$ cat config.mk
export PLATFORM = sky130hd
export DESIGN_NAME = clb_cfg_loader
export DESIGN_NICKNAME = d
export VERILOG_FILES = /design/src/rtl/clb_cfg_pkg.sv /design/src/rtl/clb_cfg_crc16.sv /design/src/rtl/clb_cfg_loader.sv
export SDC_FILE = /design/constraint.sdc
export NUM_CORES = 1
export LEC_CHECK = 0
export ABC_AREA = 1
export BUFFER_PORTS_ARGS = -buffer_cell sky130_fd_sc_hd__buf_2
export CORE_AREA = 2 2 110 112
export CTS_BUF_LIST = sky130_fd_sc_hd__clkbuf_8 sky130_fd_sc_hd__clkbuf_16
export CTS_CLUSTER_DIAMETER = 30
export DETAILED_ROUTE_END_ITERATION = 10
export DIE_AREA = 0 0 112 114
export HOLD_SLACK_MARGIN = 0.03
export PLACE_DENSITY_LB_ADDON = 0.12
export SLEW_MARGIN = 15
export SYNTH_ARGS = -nofsm -noshare
export SYNTH_HDL_FRONTEND = slang
export SYNTH_SLANG_ARGS = --single-unit
$ cat constraint.sdc
create_clock -name clk -period 1.8 [get_ports clk]
set_input_delay 0.09 -clock clk [delete_from_list [all_inputs] [get_ports clk]]
set_output_delay 0.09 -clock clk [all_outputs]
set_load 0.1 [all_outputs]
$ cat src/rtl/clb_cfg_pkg.sv
// -----------------------------------------------------------------------------
// clb_cfg_pkg
// Shared types and constants for the CLB serial configuration loader.
//   state_e      : loader FSM states
//   ERR_*        : err_code encodings
//   CLB_SYNC     : default sync byte that precedes the frame count
//   CLB_CFG_W    : default configuration frame width
//   *_LSB/FL_BIT : bit offsets of the fields inside one configuration frame
// -----------------------------------------------------------------------------
package clb_cfg_pkg;

    typedef enum logic [2:0] {
        IDLE  = 3'd0,
        HUNT  = 3'd1,
        COUNT = 3'd2,
        FRAME = 3'd3,
        PAR   = 3'd4,
        CRC   = 3'd5,
        DONE  = 3'd6,
        ERROR = 3'd7
    } state_e;

    localparam logic [1:0] ERR_NONE   = 2'b00;
    localparam logic [1:0] ERR_PARITY = 2'b01;
    localparam logic [1:0] ERR_COUNT  = 2'b10;
    localparam logic [1:0] ERR_CRC    = 2'b11;

    localparam logic [7:0] CLB_SYNC  = 8'hA5;
    localparam int         CLB_CFG_W = 37;

    // Frame layout, MSB first on the wire:
    // mem[15:0] | comboption[1:0] | mux2..mux6 sel (10) | o2m (6) | DQmux (2) | floporlatch
    localparam int MEM_LSB    = 21;
    localparam int COMB_LSB   = 19;
    localparam int MUXSEL_LSB = 9;
    localparam int O2M_LSB    = 3;
    localparam int DQ_LSB     = 1;
    localparam int FL_BIT     = 0;

endpackage

$ cat src/rtl/clb_cfg_crc16.sv
// -----------------------------------------------------------------------------
// clb_cfg_crc16
// Bit-serial CRC-16-CCITT (poly 0x1021, init 0xFFFF, MSB first).
//   clk_i   : clock
//   rst_n_i : asynchronous active-low reset (register returns to init value)
//   clr_i   : synchronous re-initialise to 0xFFFF (wins over en_i)
//   en_i    : fold din_i into the CRC this cycle
//   din_i   : serial data bit
//   crc_o   : current CRC register
// -----------------------------------------------------------------------------
module clb_cfg_crc16 (
    input  logic        clk_i,
    input  logic        rst_n_i,
    input  logic        clr_i,
    input  logic        en_i,
    input  logic        din_i,
    output logic [15:0] crc_o
);

    logic [15:0] crc_q;
    logic [15:0] crc_d;
    logic        fb_s;

    assign fb_s  = crc_q[15] ^ din_i;
    assign crc_d = {crc_q[14:0], 1'b0} ^ (fb_s ? 16'h1021 : 16'h0000);
    assign crc_o = crc_q;

    // CRC register: re-initialised on clear, advanced one bit per enable.
    always_ff @(posedge clk_i or negedge rst_n_i) begin
        if (!rst_n_i) begin
            crc_q <= 16'hFFFF;
        end else if (clr_i) begin
            crc_q <= 16'hFFFF;
        end else if (en_i) begin
            crc_q <= crc_d;
        end else begin
            crc_q <= crc_q;
        end
    end

endmodule

$ cat src/rtl/clb_cfg_loader.sv
// -----------------------------------------------------------------------------
// clb_cfg_loader
// Serial configuration controller for the CLB array. Hunts for a sync byte,
// reads a 16-bit frame count, then deserialises one CFG_W-bit frame plus an
// even-parity bit per CLB and writes each good frame to the addressed CLB.
// Optional trailing CRC-16 check is enabled by defining CLB_CFG_CRC_EN.
// Ports:
//   clk, rst_n          : clock, asynchronous active-low reset
//   start               : one-cycle pulse; aborts any load and re-enters HUNT
//   din, din_valid      : serial bit (MSB first) and its qualifier
//   cfg_data/addr/we    : parallel frame write port (one-cycle strobe)
//   busy, done, err     : status (done and err are sticky until start)
//   err_code            : 01 parity, 10 bad count, 11 CRC
// -----------------------------------------------------------------------------
module clb_cfg_loader
    import clb_cfg_pkg::*;
#(
    parameter int         NUM_CLB = 64,
    parameter int         CFG_W   = CLB_CFG_W,
    parameter logic [7:0] SYNC    = CLB_SYNC,
    parameter int         AW      = $clog2(NUM_CLB)
) (
    input  logic             clk,
    input  logic             rst_n,
    input  logic             start,
    input  logic             din,
    input  logic             din_valid,
    output logic [CFG_W-1:0] cfg_data,
    output logic [AW-1:0]    cfg_addr,
    output logic             cfg_we,
    output logic             busy,
    output logic             done,
    output logic             err,
    output logic [1:0]       err_code
);

    // One counter serves both the 16-bit count field and the frame body.
    localparam int BW = $clog2(CFG_W);

    state_e           state_q;
    logic [CFG_W-1:0] shift_q;
    logic [CFG_W-1:0] shift_d;
    logic [BW-1:0]    bitcnt_q;
    logic [15:0]      count_q;
    logic [15:0]      count_d;
    logic [CFG_W-1:0] cfg_data_q;
    logic [AW-1:0]    cfg_addr_q;
    logic             cfg_we_q;
    logic             busy_q;
    logic             done_q;
    logic             err_q;
    logic [1:0]       err_code_q;
    logic             count_bad;
    logic             last_frame;
    logic             par_ok;

    function automatic logic even_parity_ok(input logic [CFG_W-1:0] frame,
                                            input logic             par_bit);
        even_parity_ok = ~((^frame) ^ par_bit);
    endfunction

    assign shift_d    = {shift_q[CFG_W-2:0], din};
    assign count_d    = {shift_q[14:0], din};
    assign count_bad  = (count_d == 16'd0) || (count_d > 16'(NUM_CLB));
    assign par_ok     = even_parity_ok(shift_q, din);
    // cfg_addr_q is the index of the frame currently being received.
    assign last_frame = ({{(16-AW){1'b0}}, cfg_addr_q} == (count_q - 16'd1));

`ifdef CLB_CFG_CRC_EN
    logic [15:0] crc_s;
    logic        crc_en;

    // CRC covers every frame and parity bit after the count field.
    assign crc_en = din_valid & ~start & ((state_q == FRAME) | (state_q == PAR));

    clb_cfg_crc16 u_crc (
        .clk_i   (clk),
        .rst_n_i (rst_n),
        .clr_i   (start),
        .en_i    (crc_en),
        .din_i   (din),
        .crc_o   (crc_s)
    );
`endif

    // Loader FSM with registered outputs; start overrides everything, and
    // din_valid low freezes all shifting and counting.
    always_ff @(posedge clk or negedge rst_n) begin
        if (!rst_n) begin
            state_q    <= IDLE;
            shift_q    <= '0;
            bitcnt_q   <= '0;
            count_q    <= 16'd0;
            cfg_data_q <= '0;
            cfg_addr_q <= '0;
            cfg_we_q   <= 1'b0;
            busy_q     <= 1'b0;
            done_q     <= 1'b0;
            err_q      <= 1'b0;
            err_code_q <= ERR_NONE;
        end else begin
            cfg_we_q <= 1'b0;
            // Address advances on the edge that ends the strobe.
            if (cfg_we_q) begin
                cfg_addr_q <= cfg_addr_q + AW'(1);
            end
            if (start) begin
                state_q    <= HUNT;
                shift_q    <= '0;
                bitcnt_q   <= '0;
                count_q    <= 16'd0;
                cfg_addr_q <= '0;
                busy_q     <= 1'b1;
                done_q     <= 1'b0;
                err_q      <= 1'b0;
                err_code_q <= ERR_NONE;
            end else if (din_valid) begin
                case (state_q)
                    HUNT: begin
                        if (shift_d[7:0] == SYNC) begin
                            state_q  <= COUNT;
                            shift_q  <= '0;
                            bitcnt_q <= '0;
                        end else begin
                            shift_q <= shift_d;
                        end
                    end
                    COUNT: begin
                        if (bitcnt_q == BW'(15)) begin
                            count_q  <= count_d;
                            shift_q  <= '0;
                            bitcnt_q <= '0;
                            if (count_bad) begin
                                state_q    <= ERROR;
                                busy_q     <= 1'b0;
                                err_q      <= 1'b1;
                                err_code_q <= ERR_COUNT;
                            end else begin
                                state_q <= FRAME;
                            end
                        end else begin
                            shift_q  <= shift_d;
                            bitcnt_q <= bitcnt_q + BW'(1);
                        end
                    end
                    FRAME: begin
                        shift_q <= shift_d;
                        if (bitcnt_q == BW'(CFG_W - 1)) begin
                            state_q  <= PAR;
                            bitcnt_q <= '0;
                        end else begin
                            bitcnt_q <= bitcnt_q + BW'(1);
                        end
                    end
                    PAR: begin
                        if (par_ok) begin
                            cfg_data_q <= shift_q;
                            cfg_we_q   <= 1'b1;
                            shift_q    <= '0;
                            if (last_frame) begin
`ifdef CLB_CFG_CRC_EN
                                state_q <= CRC;
`else
                                state_q <= DONE;
                                busy_q  <= 1'b0;
                                done_q  <= 1'b1;
`endif
                            end else begin
                                state_q <= FRAME;
                            end
                        end else begin
                            state_q    <= ERROR;
                            busy_q     <= 1'b0;
                            err_q      <= 1'b1;
                            err_code_q <= ERR_PARITY;
                        end
                    end
`ifdef CLB_CFG_CRC_EN
                    CRC: begin
                        if (bitcnt_q == BW'(15)) begin
                            bitcnt_q <= '0;
                            shift_q  <= '0;
                            busy_q   <= 1'b0;
                            if (count_d == crc_s) begin
                                state_q <= DONE;
                                done_q  <= 1'b1;
                            end else begin
                                state_q    <= ERROR;
                                err_q      <= 1'b1;
                                err_code_q <= ERR_CRC;
                            end
                        end else begin
                            shift_q  <= shift_d;
                            bitcnt_q <= bitcnt_q + BW'(1);
                        end
                    end
`endif
                    default: begin
                        // IDLE, DONE and ERROR ignore din.
                        state_q <= state_q;
                    end
                endcase
            end else begin
                state_q <= state_q;
            end
        end
    end

    assign cfg_data = cfg_data_q;
    assign cfg_addr = cfg_addr_q;
    assign cfg_we   = cfg_we_q;
    assign busy     = busy_q;
    assign done     = done_q;
    assign err      = err_q;
    assign err_code = err_code_q;

endmodule

==> results of run 1 <==
-- worst max path at each step --
stage	cells past startpoint	slack, ps	startpoint	endpoint
global placement	17	-230	shift_q[2]	cfg_data[14]
floorplan	18	-90	shift_q[2]	cfg_data[17]
detailed placement	17	-320	shift_q[2]	cfg_data[6]
global route	17	-480	shift_q[8]	cfg_data[8]
CTS	18	-270	shift_q[2]	cfg_data[5]
finish	17	-350	shift_q[8]	cfg_data[34]
-- critical path: cells and delay by family, from the launching register on --
| kind | cells | cell delay, ps |
|---|---|---|
| DFF | 1 | 440 |
| and+or+nand+nor | 14 | 1290 |
| buffers and inverters | 3 | 370 |
-- Yosys cell counts --
library cell,instances
nand2_4,2
nor4_4,1
nand3b_1,3
nand3_2,3
a41oi_1,1
xor2_1,13
inv_2,10
xnor2_1,10
buf_6,5
dfrtp_1,111
nand4_1,4
nand2_2,3
clkinv_1,1
a31oi_1,1
a21boi_2,1
nand2_1,277
clkbuf_1,15
o21ai_1,35
o21ai_0,72
nand3_1,90
inv_1,67
nor3_1,14
and2_1,1
buf_4,5
o31ai_1,1
a211oi_1,1
nor3_2,1
or2_2,2
buf_1,1
buf_2,11
a21oi_1,12
nor2_1,60
nor2_4,1
nor4_1,4
ha_1,4
-- cell usage in the layout (no fill, tap or decap), types with 2 or more instances in the layout --
master / n
xor2_1: 12
buf_6: 14
inv_1: 55
nand4_1: 4
or2_2: 2
xnor2_1: 9
buf_4: 122
dfrtp_2: 10
nor3_1: 9
buf_8: 2
buf_2: 52
nor3_4: 2
nand3_4: 2
nor4_1: 2
nor2_1: 47
nor2_2: 7
nand3b_1: 3
dfrtp_1: 101
nor4_4: 2
clkbuf_16: 15
inv_8: 2
nor2_4: 7
a21oi_2: 3
a21oi_1: 9
bufinv_16: 2
nor3_2: 4
nand3_1: 77
nand3_2: 14
o21ai_1: 48
o21ai_2: 17
clkinvlp_4: 2
nand2_8: 2
ha_1: 3
buf_12: 7
inv_2: 20
nand2_1: 232
nand2_4: 7
nand2_2: 41
o21ai_0: 42
-- routing by layer --
metal / wire, um / share of wire (%) / GRT usage (%)
met5: 0 / 0 / 0
met4: 359 / 2.0 / 10.7
met2: 9040 / 50 / 46.9
met3: 769 / 4.3 / 3.99
met1: 7840 / 44 / 35.0
-- metrics by stage --
step                setup TNS, ps  worst slack [ps]  util, %  power [mW]
floorplan                   -2180             -91.0        -        3.93
detailed placement         -18450              -318     63.4        4.51
global route               -36030              -480     73.9        8.00
CTS                        -17210              -269     68.2        7.01
finish                     -22740              -352     73.9        7.68
global placement           -12510              -226     63.4        4.47
-- cells by family (layout without fill, tap and decap cells) --
group,count (synthesis),after routing,synth area share [%]
AOI/OAI and AO/OA,124,124,10.3
xor gates and xnor gates,23,23,3.27
adders and majority gates,4,4,0.813
buffers and inverters,115,299,8.15
DFF,111,111,45.1
and+or+nand+nor,466,466,32.3
-- registers in the layout, summed over array words and instances, names as in the netlist --
signal    count
cfg_data     37
shift_q      37
count_q      16
bitcnt_q      6
cfg_addr      6
state_q       3
err_code      2
busy          1
cfg_we        1
done          1
err           1
-- where the power goes --
group          switching, mW  internal, mW  total, mW
combinational           1.60          1.17       2.77
clock                  0.970          1.24       2.21
sequential             0.114          2.59       2.70
-- layout make-up --
class	instances	area [um2]
clock buffer	9	225
clock inverter	7	104
fill	887	3060
inverter	78	299
multi-input combinational	617	3360
timing repair buffer	205	1690
tap	147	184
sequential	111	2790
-- timing repair --
item / in CTS / in global routing
hold buffers: 1 / 0
pin swaps: 8 / 24
buffers inserted: 10 / 16
hold endpoints to repair: 111 / 0
resized for setup: 52 / 130
gates cloned: 1 / 7
endpoints found under the setup margin: 104 / 105
==> flow_summary.yaml, run 1 <==
run_status:
  status: "finished, violations left"
  violations: "setup timing"
worst_setup_path:
  cp_max_fo: 10
  cpMaxStageDelayCell: "dfrtp_1"
  r2r_end: "cfg_data[34]"
  critPathArrivalTime_ps: 2450
  critPathMaxStageDelay_ps: 440
  reg2reg_depth: 17
  path_cells: "nor2_4 -> inv_1 -> nand2_1 -> nand2_1 -> nand2_2 -> nand2_2 -> nand2_2 -> nand3_2 -> nand3_2 -> nand3_2 -> nand2_4 -> nand2_8 -> nor2_4 -> buf_4 -> clkbuf_16 -> nand2_1 -> nand2_1"
  crit_top_cell: "nand2_1"
  required_ps: 2100
  rrSetupSlack_ps: -350
  worst_setup_path_start_kind: "register"
  path_class: "register to register"
  timing.rr.start: "shift_q[8]"
  endpoint_kind: "register"
route:
  dr.pass1.iters: 5
  ant_nets: 0
  wl_per_cell_um: 15.3
  drt_first_iter_violations: 422
  drc: 0
  wirelength_um: 18000
  viasPerCell: 5.31
  num_vias: 6229
placed_design:
  port_buffers: 53
  place_area_um2: 7420
  gp_congestion: 0.920
  dp.cells: 1127
  place_hpwl_um: 11700
yosys:
  synth_area_per_cell_um2: 7.31
  yosysWarnings: 0
  ys_types: 35
  synth_nets: 852
  netlist_area_um2: 6160
  ys_seq_area_share_pct: 45.1
  yosysTopAreaCellShare_pct: 45.1
  synthTopCellsByArea: "dfrtp_1 45%, nand2_1 17%, nand3_1 7.3%"
  synth.largest_area_cell: "dfrtp_1"
  synthCells: 843
  ys_ff_latch: 111
floorplanning:
  die_area_um2: 12800
  start_util_pct: 52.6
  io_pins: 54
  die-width_um: 112
  core_um2: 11700
  dieHeight_um: 114
  rows: 40
sta:
  layout_min_cycle_time_ps: 2150
  worstMarginPinSlew_ps: 683
  skew_ps: 12.5
  hold_ws_ps: 76.3
  maxSlewViolCount: 0
  rsz0062_at_grt: "true"
  max_freq_ghz: 0.465
  fin_crit_sh_pct: 120
  slew_headroom_pct: 54.4
  setup_violations: 97
  setup_ws_ps: -352
  finalHoldViolations: 0
power_and_ir_drop:
  leakagePower_nw: 4.54
  vdd_drop_max_mv: 0.670
  power_density_nw_per_um2: 887
clocking:
  cts_root_buffer: "clkbuf_16"
  clkLatencyLatePin_ps: 360
  clock-sinks: 111
  cts.path.max_buffers: 2
  cts_tree: "yes"
  clk_pin_slew_worst_paths_ps: 80
  cts_buffers: 9
  htreeDepth: 3
global_routing:
  grt_pass1_vias: 5885
  grt_first_pass_wirelength_um: 28000
  overflow: 0
  grt_start_max_net_pins: 60
  antenna_found_initial: 0
  track_usage_pct: 27.2
flow_run:
  cap_viol_max_count: 0
finish:
  final_cells: 1174
  syn_to_final_growth_pct: 40.6
  n_antenna_cell: 0
  fin_area_um2: 8660
  layout-drive-gt1-share_pct: 35.8
  num-nets-final: 1031
hold_path:
  hold_class: "primary input to async pin"
Note: power is estimated with default switching activity, not from simulation.
==> run 2: changes to the inputs <==
CORE_AREA = 2 2 105 107   (was 2 2 110 112)
DIE_AREA = 0 0 107 109   (was 0 0 112 114)
SKIP_LAST_GASP = 1   (was unset)
clock period = 2.18 ns   (was 1.8 ns; I/O delays follow)
==> run 2 against run 1 <==
The run still ends with setup timing left. Combinational power is 38% lower. Global-route usage is 0.16 points higher. Count of clock-buffer cells in the layout is 1 higher. Critical path type unchanged. Highest routed layer unchanged.
==> flow_summary.yaml, run 2 (synthesis results as in run 1) <==
run_status:
  status: "finished, violations left"
  violations: "setup timing"
finish:
  fin_area_um2: 7560
  num-nets-final: 934
  layout-drive-gt1-share_pct: 24.8
  final_cells: 1070
  mostFrequentLayoutCell: "nand2_1"
  syn_to_final_growth_pct: 22.8
  n_antenna_cell: 0
  final_cell_mix: "243 x nand2_1, 87 x dfrtp_1, 83 x nand3_1"
  post-route-util_pct: 71.3
  area.sequential_um2: 2810
  multi_input_area_um2: 3220
  fillers: 882
worst_setup_path:
  cp_max_fo: 7
  endpoint_kind: "register"
  worst_setup_path_start_kind: "register"
  required_ps: 2510
  critPathArrivalTime_ps: 2560
  path_class: "register to register"
route:
  ant_nets: 0
  wirelength_um: 16600
  wl_per_cell_um: 15.5
  drt_first_iter_violations: 503
  drc: 0
  dr.pass1.iters: 5
  num_vias: 5920
  viasPerCell: 5.53
sta:
  hold_ws_ps: 63.0
  finalHoldViolations: 0
  slew_headroom_pct: 55.8
  layout_min_cycle_time_ps: 2230
  setup_ws_ps: -46.2
  max_freq_ghz: 0.449
  rsz0062_at_grt: "true"
  setup_tns_ps: -511
  maxSlewViolCount: 0
  worstMarginPinSlew_ps: 664
  skew_ps: 13.0
  setup_violations: 19
  fin_crit_sh_pct: 102
floorplanning:
  core_um2: 10600
  die-width_um: 107
  dieHeight_um: 109
  die_area_um2: 11700
  start_util_pct: 58.1
  io_pins: 54
  rows: 38
flow_run:
  cap_viol_max_count: 0
global_routing:
  grt_pass1_vias: 5402
  grt_first_pass_wirelength_um: 25300
  grt_start_max_net_pins: 49
  overflow: 0
  antenna_found_initial: 0
  track_usage_pct: 27.4
power_and_ir_drop:
  power_density_nw_per_um2: 693
  power.total_mw: 5.24
  vdd_drop_max_mv: 0.550
  leakagePower_nw: 4.01
clocking:
  cts_tree: "yes"
  clkLatencyLatePin_ps: 390
  cts_buffers: 9
  clk_pin_slew_worst_paths_ps: 100
  cts.path.max_buffers: 2
  htreeDepth: 3
  clock-sinks: 111
  cts_root_buffer: "clkbuf_8"
placed_design:
  place_hpwl_um: 10800
  port_buffers: 53
  dp.cells: 1028
  gp_congestion: 1.01
  place_area_um2: 6680
  place_ws_ps: 33.5
hold_path:
  hold_class: "primary input to register"
==> run 2: cell types whose count changed in the layout (fill, tap and decap cells not counted), moves of 11 or more <==
cell and change:
dfrtp_1 -14, nand2_1 +11, buf_4 -82, o21ai_2 -17, dfrtp_2 +14, o21ai_0 +22
nand2_2 -19, buf_6 -12
==> run 2: path summary, 6_finish.rpt <==
check | cells past startpoint | from | slack (ps) | to
max reg2reg | 18 | shift_q[7] | -50 | cfg_data[9]
max | 18 | shift_q[7] | -50 | cfg_data[9]
min in group asynchronous | 2 | rst_n | 310 | cfg_data[12]
min reg2reg | 2 | cfg_data[11] | 480 | cfg_data[11]
min | 3 | din | 60 | count_q[0]
max in group asynchronous | 3 | rst_n | 1150 | shift_q[4]
==> run 2: cell type report <==
cell class / count / area share [%]
clock buffer: 10 / 1.82
tap: 140 / 2.32
timing repair buffer: 107 / 11.4
clock inverter: 6 / 0.910
inverter: 78 / 3.87
multi-input combinational: 618 / 42.6
sequential: 111 / 37.1
==> run 2: report_power, final <==
group          leakage (nW)  internal [mW]  total (mW)  switching (mW)
combinational          2.41          0.595        1.72            1.12
clock                 0.103          0.569        1.30           0.734
sequential             1.50           2.14        2.22          0.0829
total                  4.01           3.30        5.24            1.94
==> run 2: timing repair <==
item | 4_1_cts | 5_1_grt
endpoints found under the hold margin | 45 | 0
hold buffers | 1 | 0
gates resized for setup | 0 | 118
endpoints found under the setup margin | 0 | 85
buffers inserted | 0 | 18
==> run 2: metal layers <==
layer | track usage [%] | vias to the layer above | share of wire (%)
met1 | 35.7 | 2806 | 42
met2 | 46.5 | 200 | 50
met5 | 0 | - | 0
li1 | - | 2871 | -
met3 | 4.54 | 43 | 5.1
met4 | 9.83 | 0 | 2.8
==> run 2: critical path, cell delays in order, from the launching register on <==
cell and delay, ps:
dfrtp_2 500, inv_2 80, nand2_1 60, nand2_1 60, nand2_1 60, nand2_2 100, inv_2 50, nand2_4 90
nand2_4 70, nand2_4 80, nand3_4 100, nand2_4 90, nand2_4 60, nand2_4 70, nand2_4 70, nor2_4 250
clkbuf_16 240, nand2_1 60, nand2_1 60
